`src/rtl/secuenciador_alu_pkg.sv`:
```
// Shared definitions for the ALU front-end sequencer: FSM state codes and the
// opcode table that the ALU mux decodes.
package paquete_secuenciador;

    typedef enum logic [2:0] {
        CARGA_A  = 3'd0,
        CARGA_B  = 3'd1,
        CARGA_OP = 3'd2,
        CALCULAR = 3'd3,
        MOSTRAR  = 3'd4
    } estado_t;

    localparam logic [3:0] OP_SUMA  = 4'd0;
    localparam logic [3:0] OP_RESTA = 4'd1;
    localparam logic [3:0] OP_MULT  = 4'd2;
    localparam logic [3:0] OP_DIV   = 4'd3;
    localparam logic [3:0] OP_MOD   = 4'd4;
    localparam logic [3:0] OP_AND   = 4'd5;
    localparam logic [3:0] OP_OR    = 4'd6;
    localparam logic [3:0] OP_XOR   = 4'd7;
    localparam logic [3:0] OP_SHL   = 4'd8;
    localparam logic [3:0] OP_SHR   = 4'd9;

    localparam logic [3:0] OP_MAXIMA = 4'd9;

    // Opcodes are dense from zero, so a single upper bound decides validity.
    function automatic logic opcodeValido(input logic [3:0] codigo);
        return (codigo <= OP_MAXIMA);
    endfunction

endpackage

```
`src/rtl/secuenciador_alu_if.sv`:
```
// Bundle of switch, ALU and display-side signals around the sequencer.
// The master side is the surrounding board logic; the slave side is the sequencer.
interface secuenciador_alu_if #(
    parameter int ancho = 3
);

    logic [ancho:0] entradaDatos;
    logic [3:0]     entradaSeleccion;
    logic           cargar;
    logic           cancelar;
    logic           aceptado;
    logic [ancho:0] resultadoALU;
    logic [3:0]     banderasALU;

    logic [ancho:0] operandoA;
    logic [ancho:0] operandoB;
    logic [3:0]     seleccion;
    logic [ancho:0] resultado;
    logic [3:0]     banderas;
    logic           valido;
    logic           error;
    logic [2:0]     estado;
    logic [7:0]     contadorOperaciones;

    modport master (
        output entradaDatos, entradaSeleccion, cargar, cancelar, aceptado,
               resultadoALU, banderasALU,
        input  operandoA, operandoB, seleccion, resultado, banderas,
               valido, error, estado, contadorOperaciones
    );

    modport slave (
        input  entradaDatos, entradaSeleccion, cargar, cancelar, aceptado,
               resultadoALU, banderasALU,
        output operandoA, operandoB, seleccion, resultado, banderas,
               valido, error, estado, contadorOperaciones
    );

endinterface

```
`src/rtl/secuenciador_alu_detector.sv`:
```
// Synchronous rising-edge detector for an already debounced button level.
// The previous-level reset value decides whether a level held through reset counts as an edge.
module detector_flanco #(
    parameter logic VALOR_REINICIO = 1'b1
) (
    input  logic reloj,
    input  logic reinicio,
    input  logic nivel,
    output logic pulso
);

    logic nivelPrevio;

    always_ff @(posedge reloj) begin
        if (reinicio) begin
            nivelPrevio <= VALOR_REINICIO;
        end else begin
            nivelPrevio <= nivel;
        end
    end

    assign pulso = nivel & ~nivelPrevio;

endmodule

```
`src/rtl/secuenciador_alu.sv`:
```
// Front-end sequencer for the ALU: captures A, B and the opcode on successive button
// presses, lets the ALU settle one cycle, then holds the result under valid/accept.
module secuenciador_alu
    import paquete_secuenciador::*;
#(
    parameter int ancho = 3
) (
    input logic               reloj,
    input logic               reinicio,
    secuenciador_alu_if.slave bus
);

    estado_t        estadoActual;
    logic [ancho:0] regA;
    logic [ancho:0] regB;
    logic [3:0]     regSeleccion;
    logic [ancho:0] regResultado;
    logic [3:0]     regBanderas;
    logic           regValido;
    logic           regError;
    logic [7:0]     regContador;
    logic           pulso;

    // Previous level resets high so a button held through reset needs a fresh press.
    detector_flanco #(
        .VALOR_REINICIO (1'b1)
    ) detectorCargar (
        .reloj    (reloj),
        .reinicio (reinicio),
        .nivel    (bus.cargar),
        .pulso    (pulso)
    );

    // Cancel dominates every state; data registers only ever change on their own capture.
    always_ff @(posedge reloj) begin
        if (reinicio) begin
            estadoActual <= CARGA_A;
            regA         <= '0;
            regB         <= '0;
            regSeleccion <= '0;
            regResultado <= '0;
            regBanderas  <= '0;
            regValido    <= 1'b0;
            regError     <= 1'b0;
            regContador  <= '0;
        end else begin
            regError <= 1'b0;
            if (bus.cancelar) begin
                estadoActual <= CARGA_A;
                regValido    <= 1'b0;
            end else begin
                case (estadoActual)
                    CARGA_A: begin
                        if (pulso) begin
                            regA         <= bus.entradaDatos;
                            estadoActual <= CARGA_B;
                        end
                    end
                    CARGA_B: begin
                        if (pulso) begin
                            regB         <= bus.entradaDatos;
                            estadoActual <= CARGA_OP;
                        end
                    end
                    CARGA_OP: begin
                        if (pulso) begin
                            if (opcodeValido(bus.entradaSeleccion)) begin
                                regSeleccion <= bus.entradaSeleccion;
                                estadoActual <= CALCULAR;
                            end else begin
                                regError <= 1'b1;
                            end
                        end
                    end
                    // The ALU has had a full cycle on the registered inputs by now.
                    CALCULAR: begin
                        regResultado <= bus.resultadoALU;
                        regBanderas  <= bus.banderasALU;
                        regValido    <= 1'b1;
                        estadoActual <= MOSTRAR;
                    end
                    MOSTRAR: begin
                        if (bus.aceptado) begin
                            regValido    <= 1'b0;
                            regContador  <= regContador + 8'd1;
                            estadoActual <= CARGA_A;
                        end
                    end
                    default: begin
                        estadoActual <= CARGA_A;
                    end
                endcase
            end
        end
    end

    assign bus.operandoA           = regA;
    assign bus.operandoB           = regB;
    assign bus.seleccion           = regSeleccion;
    assign bus.resultado           = regResultado;
    assign bus.banderas            = regBanderas;
    assign bus.valido              = regValido;
    assign bus.error               = regError;
    assign bus.estado              = estadoActual;
    assign bus.contadorOperaciones = regContador;

endmodule

```
`src/flat_wrapper.sv`:
```
// flat-port wrapper written by rule: the top's interface ports become plain ports
module secuenciador_alu_flat import paquete_secuenciador::*;
#(
    parameter int ancho = 3
)
  (reloj, reinicio, bus_entradaDatos, bus_entradaSeleccion, bus_cargar, bus_cancelar, bus_aceptado, bus_resultadoALU, bus_banderasALU, bus_operandoA, bus_operandoB, bus_seleccion, bus_resultado, bus_banderas, bus_valido, bus_error, bus_estado, bus_contadorOperaciones);
  secuenciador_alu_if #(.ancho(ancho)) bus_i ();
  input logic reloj;
  input logic reinicio;
  input wire logic [$bits(bus_i.entradaDatos)-1:0] bus_entradaDatos;
  input wire logic [$bits(bus_i.entradaSeleccion)-1:0] bus_entradaSeleccion;
  input wire logic [$bits(bus_i.cargar)-1:0] bus_cargar;
  input wire logic [$bits(bus_i.cancelar)-1:0] bus_cancelar;
  input wire logic [$bits(bus_i.aceptado)-1:0] bus_aceptado;
  input wire logic [$bits(bus_i.resultadoALU)-1:0] bus_resultadoALU;
  input wire logic [$bits(bus_i.banderasALU)-1:0] bus_banderasALU;
  output wire logic [$bits(bus_i.operandoA)-1:0] bus_operandoA;
  output wire logic [$bits(bus_i.operandoB)-1:0] bus_operandoB;
  output wire logic [$bits(bus_i.seleccion)-1:0] bus_seleccion;
  output wire logic [$bits(bus_i.resultado)-1:0] bus_resultado;
  output wire logic [$bits(bus_i.banderas)-1:0] bus_banderas;
  output wire logic [$bits(bus_i.valido)-1:0] bus_valido;
  output wire logic [$bits(bus_i.error)-1:0] bus_error;
  output wire logic [$bits(bus_i.estado)-1:0] bus_estado;
  output wire logic [$bits(bus_i.contadorOperaciones)-1:0] bus_contadorOperaciones;
  assign bus_i.entradaDatos = bus_entradaDatos;
  assign bus_i.entradaSeleccion = bus_entradaSeleccion;
  assign bus_i.cargar = bus_cargar;
  assign bus_i.cancelar = bus_cancelar;
  assign bus_i.aceptado = bus_aceptado;
  assign bus_i.resultadoALU = bus_resultadoALU;
  assign bus_i.banderasALU = bus_banderasALU;
  assign bus_operandoA = bus_i.operandoA;
  assign bus_operandoB = bus_i.operandoB;
  assign bus_seleccion = bus_i.seleccion;
  assign bus_resultado = bus_i.resultado;
  assign bus_banderas = bus_i.banderas;
  assign bus_valido = bus_i.valido;
  assign bus_error = bus_i.error;
  assign bus_estado = bus_i.estado;
  assign bus_contadorOperaciones = bus_i.contadorOperaciones;
  secuenciador_alu #(.ancho(ancho)) u_core (.reloj(reloj), .reinicio(reinicio), .bus(bus_i));
endmodule
```
`config.mk`:
```
export PLATFORM = sky130hd
export DESIGN_NAME = secuenciador_alu_flat
export DESIGN_NICKNAME = d
export VERILOG_FILES = /design/src/rtl/secuenciador_alu_pkg.sv /design/src/rtl/secuenciador_alu_if.sv /design/src/rtl/secuenciador_alu_detector.sv /design/src/rtl/secuenciador_alu.sv /design/src/flat_wrapper.sv
export SDC_FILE = /design/constraint.sdc
export NUM_CORES = 1
export LEC_CHECK = 0
export ABC_AREA = 1
export BUFFER_PORTS_ARGS = -buffer_cell sky130_fd_sc_hd__buf_2
export CAP_MARGIN = 20
export CELL_PAD_IN_SITES_DETAIL_PLACEMENT = 1
export CELL_PAD_IN_SITES_GLOBAL_PLACEMENT = 1
export CORE_UTILIZATION = 36
export DETAILED_ROUTE_END_ITERATION = 8
export PLACE_DENSITY = 0.91
export SLEW_MARGIN = 20
export SYNTH_ARGS = -nofsm -noshare
export SYNTH_HDL_FRONTEND = slang
export SYNTH_HIERARCHICAL = 1
export SYNTH_SLANG_ARGS = --single-unit
```
`constraint.sdc`:
```
create_clock -name reloj -period 1.7 [get_ports reloj]
set_input_delay 0.085 -clock reloj [delete_from_list [all_inputs] [get_ports reloj]]
set_output_delay 0.085 -clock reloj [all_outputs]
set_load 0.05 [all_outputs]
```
==> metrics.txt <==
status finished, final reports clean; clk_lat worst skew 290 ps; min-delay worst type input port to flip-flop; final WL ~3700 um; post-cts sizing count 0; Mapped Area around 1400 um^2; leakage around 0.87 nW; 1st-iter DRT viols between 50 and 60; Max Freq about 0.68 GHz; Port Buffers between 50 and 60; WL per Instance roughly 12 um; worst-margin pin slew 539.9 ps; Setup Fix Bufs, Post-CTS 0; pin count of the biggest net entering global routing 22; CP arrival ~1700 ps; Slew HR 0.6396; number of cell rows 22; RSZ-0062 raised after global routing no; Max-cap violations 0; Final period util 0.8667; Inserted Diodes 0; Seq/Total Area, Yosys 0.4714; Detail Placement HPWL around 2800 um; maximum vdd drop about 500 uV; core box area ~3700 um^2; Final ANT Viol Nets 0; H-tree depth 2; Place WS roughly 340 ps; die area about 4300 um^2; Worst setup EP type flip-flop; critical-path maximum fanout 7; Reg clk slew, reported paths 70 ps; final worst slack 226.5 ps; layout net count ~270; initial core utilization 0.3857; Area Growth Syn to Fin 27.12%; first-pass GRT wire length 6120 um; clock root cell clkbuf_8; crit-path max cell delay around 520 ps; Synth Warn # 6; Setup violations, final 0; Clock Sinks 34; fillers roughly 520; GPL Wtd Cong roughly 0.8; Yosys cell types 23; die width roughly 65 um; Hold Fails Final Rpt 0; critical path's slowest cell dlygate4sd3_1; crit path time final between 1000 and 1500 ps; CTS tree done; clock tree buffer depth 2; total congestion overflow 0; antenna violations before repair 0; DR DRC count 0; Total GRT Usage 0.1910; CTS Hold Bufs 1; Crit Path Category input port to flip-flop; Setup crit start kind input port; routed via count between 1000 and 1500; Cell Chain, Critical Path dlygate4sd3_1 -> buf_2 -> inv_1 -> nor2_2 -> inv_1 -> nor2_2 -> nand3_1 -> o21ai_0 -> nor2_1; Multi-input gate area approximately 660 um^2; Vias/cell ~4.9; Mapped Cells between 150 and 200; total negative slack 0 ps; clk_skew 5.498 ps; Slew Limit Fails 0; Die Y around 65 um; Pwr Density 838.1 nW/um^2; post-synth net total around 220; final core utilization 0.4903; hold slack ~41 ps; Syn Area/Cell 7.405 um^2; vias in the first global route between 1000 and 1500; number of buffers created by CTS 5; Pre-antenna DRT Iters 4; Yosys reg bits 34; share of cells above drive strength 1 0.2897; CP Data Required Time approximately 1900 ps; FF/Latch Area approximately 700 um^2; Top Ports 54
## synthesized netlist by cell type (all sizes together)
cell type  number  share of area
buf             3          0.019
nor2           52           0.15
nand4           4          0.017
nand3          12          0.050
xor2            1         0.0061
clkinv          1         0.0035
nand2          27          0.074
a21oi          15          0.055
inv            17          0.044
clkbuf          2         0.0052
o21bai          1         0.0052
nor3            2         0.0069
dfxtp          34           0.47
o21ai          23          0.080
ha              1         0.0087
## worst paths after layout
kind	cells after the start	start	endpoint	slack [ps]
worst min-delay path	3	bus_banderasALU[1]	u_core/bus.banderas[1]	40
worst max-delay path	9	bus_cargar	u_core/bus.operandoB[3]	230
worst min register to register	2	u_core/bus.seleccion[0]	u_core/bus.seleccion[0]	460
worst max register to register	6	u_core/detectorCargar/nivelPrevio	u_core/bus.operandoB[3]	350
## logic make-up after synthesis
kind of cell | count (synthesis) | share of synthesized area
DFF | 34 | 0.4714
AOI/OAI and AO/OA | 39 | 0.1395
adders and majority gates | 1 | 0.008664
xor gates and xnor gates | 1 | 0.006067
and+or+nand+nor | 97 | 0.3024
buffers and inverters | 23 | 0.07192
## metal layers
metal  share of wire  GRT usage  vias up
met5               0          0        -
met4           0.022     0.1060        0
met3           0.062    0.05035        7
met2            0.47     0.3247       45
met1            0.45     0.2147      663
li1                -          -      743
## registers in the layout, indices dropped and copies added (netlist names)
| name | count |
|---|---|
| u_core/bus.seleccion | 4 |
| u_core/bus.estado | 3 |
| u_core/bus.banderas | 4 |
| u_core/bus.resultado | 4 |
| u_core/bus.operandoB | 4 |
| u_core/detectorCargar/nivelPrevio | 1 |
| u_core/bus.operandoA | 4 |
| u_core/bus.error | 1 |
| u_core/bus.contadorOperaciones | 8 |
| u_core/bus.valido | 1 |
## worst max-delay path: cells and delay by family
family,cells,cell delay (ps)
compound gates,1,220
buf+inv,4,730
simple gates,4,630
## cell usage in the layout (no fill, tap or decap), types with 2 or more instances in the layout
cell type / instances
nor2_1: 47
clkbuf_8: 6
buf_2: 53
a21oi_1: 14
nor2_2: 2
nor2_4: 3
nand2_2: 2
dfxtp_1: 34
clkinv_2: 2
inv_1: 14
nand3_1: 11
nand4_1: 4
nor3_1: 2
inv_2: 3
o21ai_1: 3
o21ai_0: 20
nand2_1: 25
## metrics by stage
stage / std cells / instance area [um^2] / power [mW]
floorplan: 195 / 1444 / 0.8912
global placement: 291 / 1734 / 0.9291
detailed placement: 291 / 1734 / 0.9333
CTS: 300 / 1836 / 1.556
global route: 300 / 1836 / 1.602
finish: 300 / 1836 / 1.538
## area by class of cell
| cell class | count | area share |
|---|---|---|
| clock inverters | 1 | 0.002727 |
| well taps | 48 | 0.03272 |
| clock buffers | 7 | 0.04703 |
| inverters | 18 | 0.03749 |
| flip-flops and latches | 34 | 0.3708 |
| multi-input cells | 138 | 0.3592 |
| repair buffers | 54 | 0.1500 |
## report_power, final
group          total [mW]  switching (mW)  internal [mW]
registers           0.809         0.00584          0.803
clock network       0.623           0.297          0.327
logic               0.107          0.0697         0.0370
No activity file was read; power rests on OpenSTA's default activity.
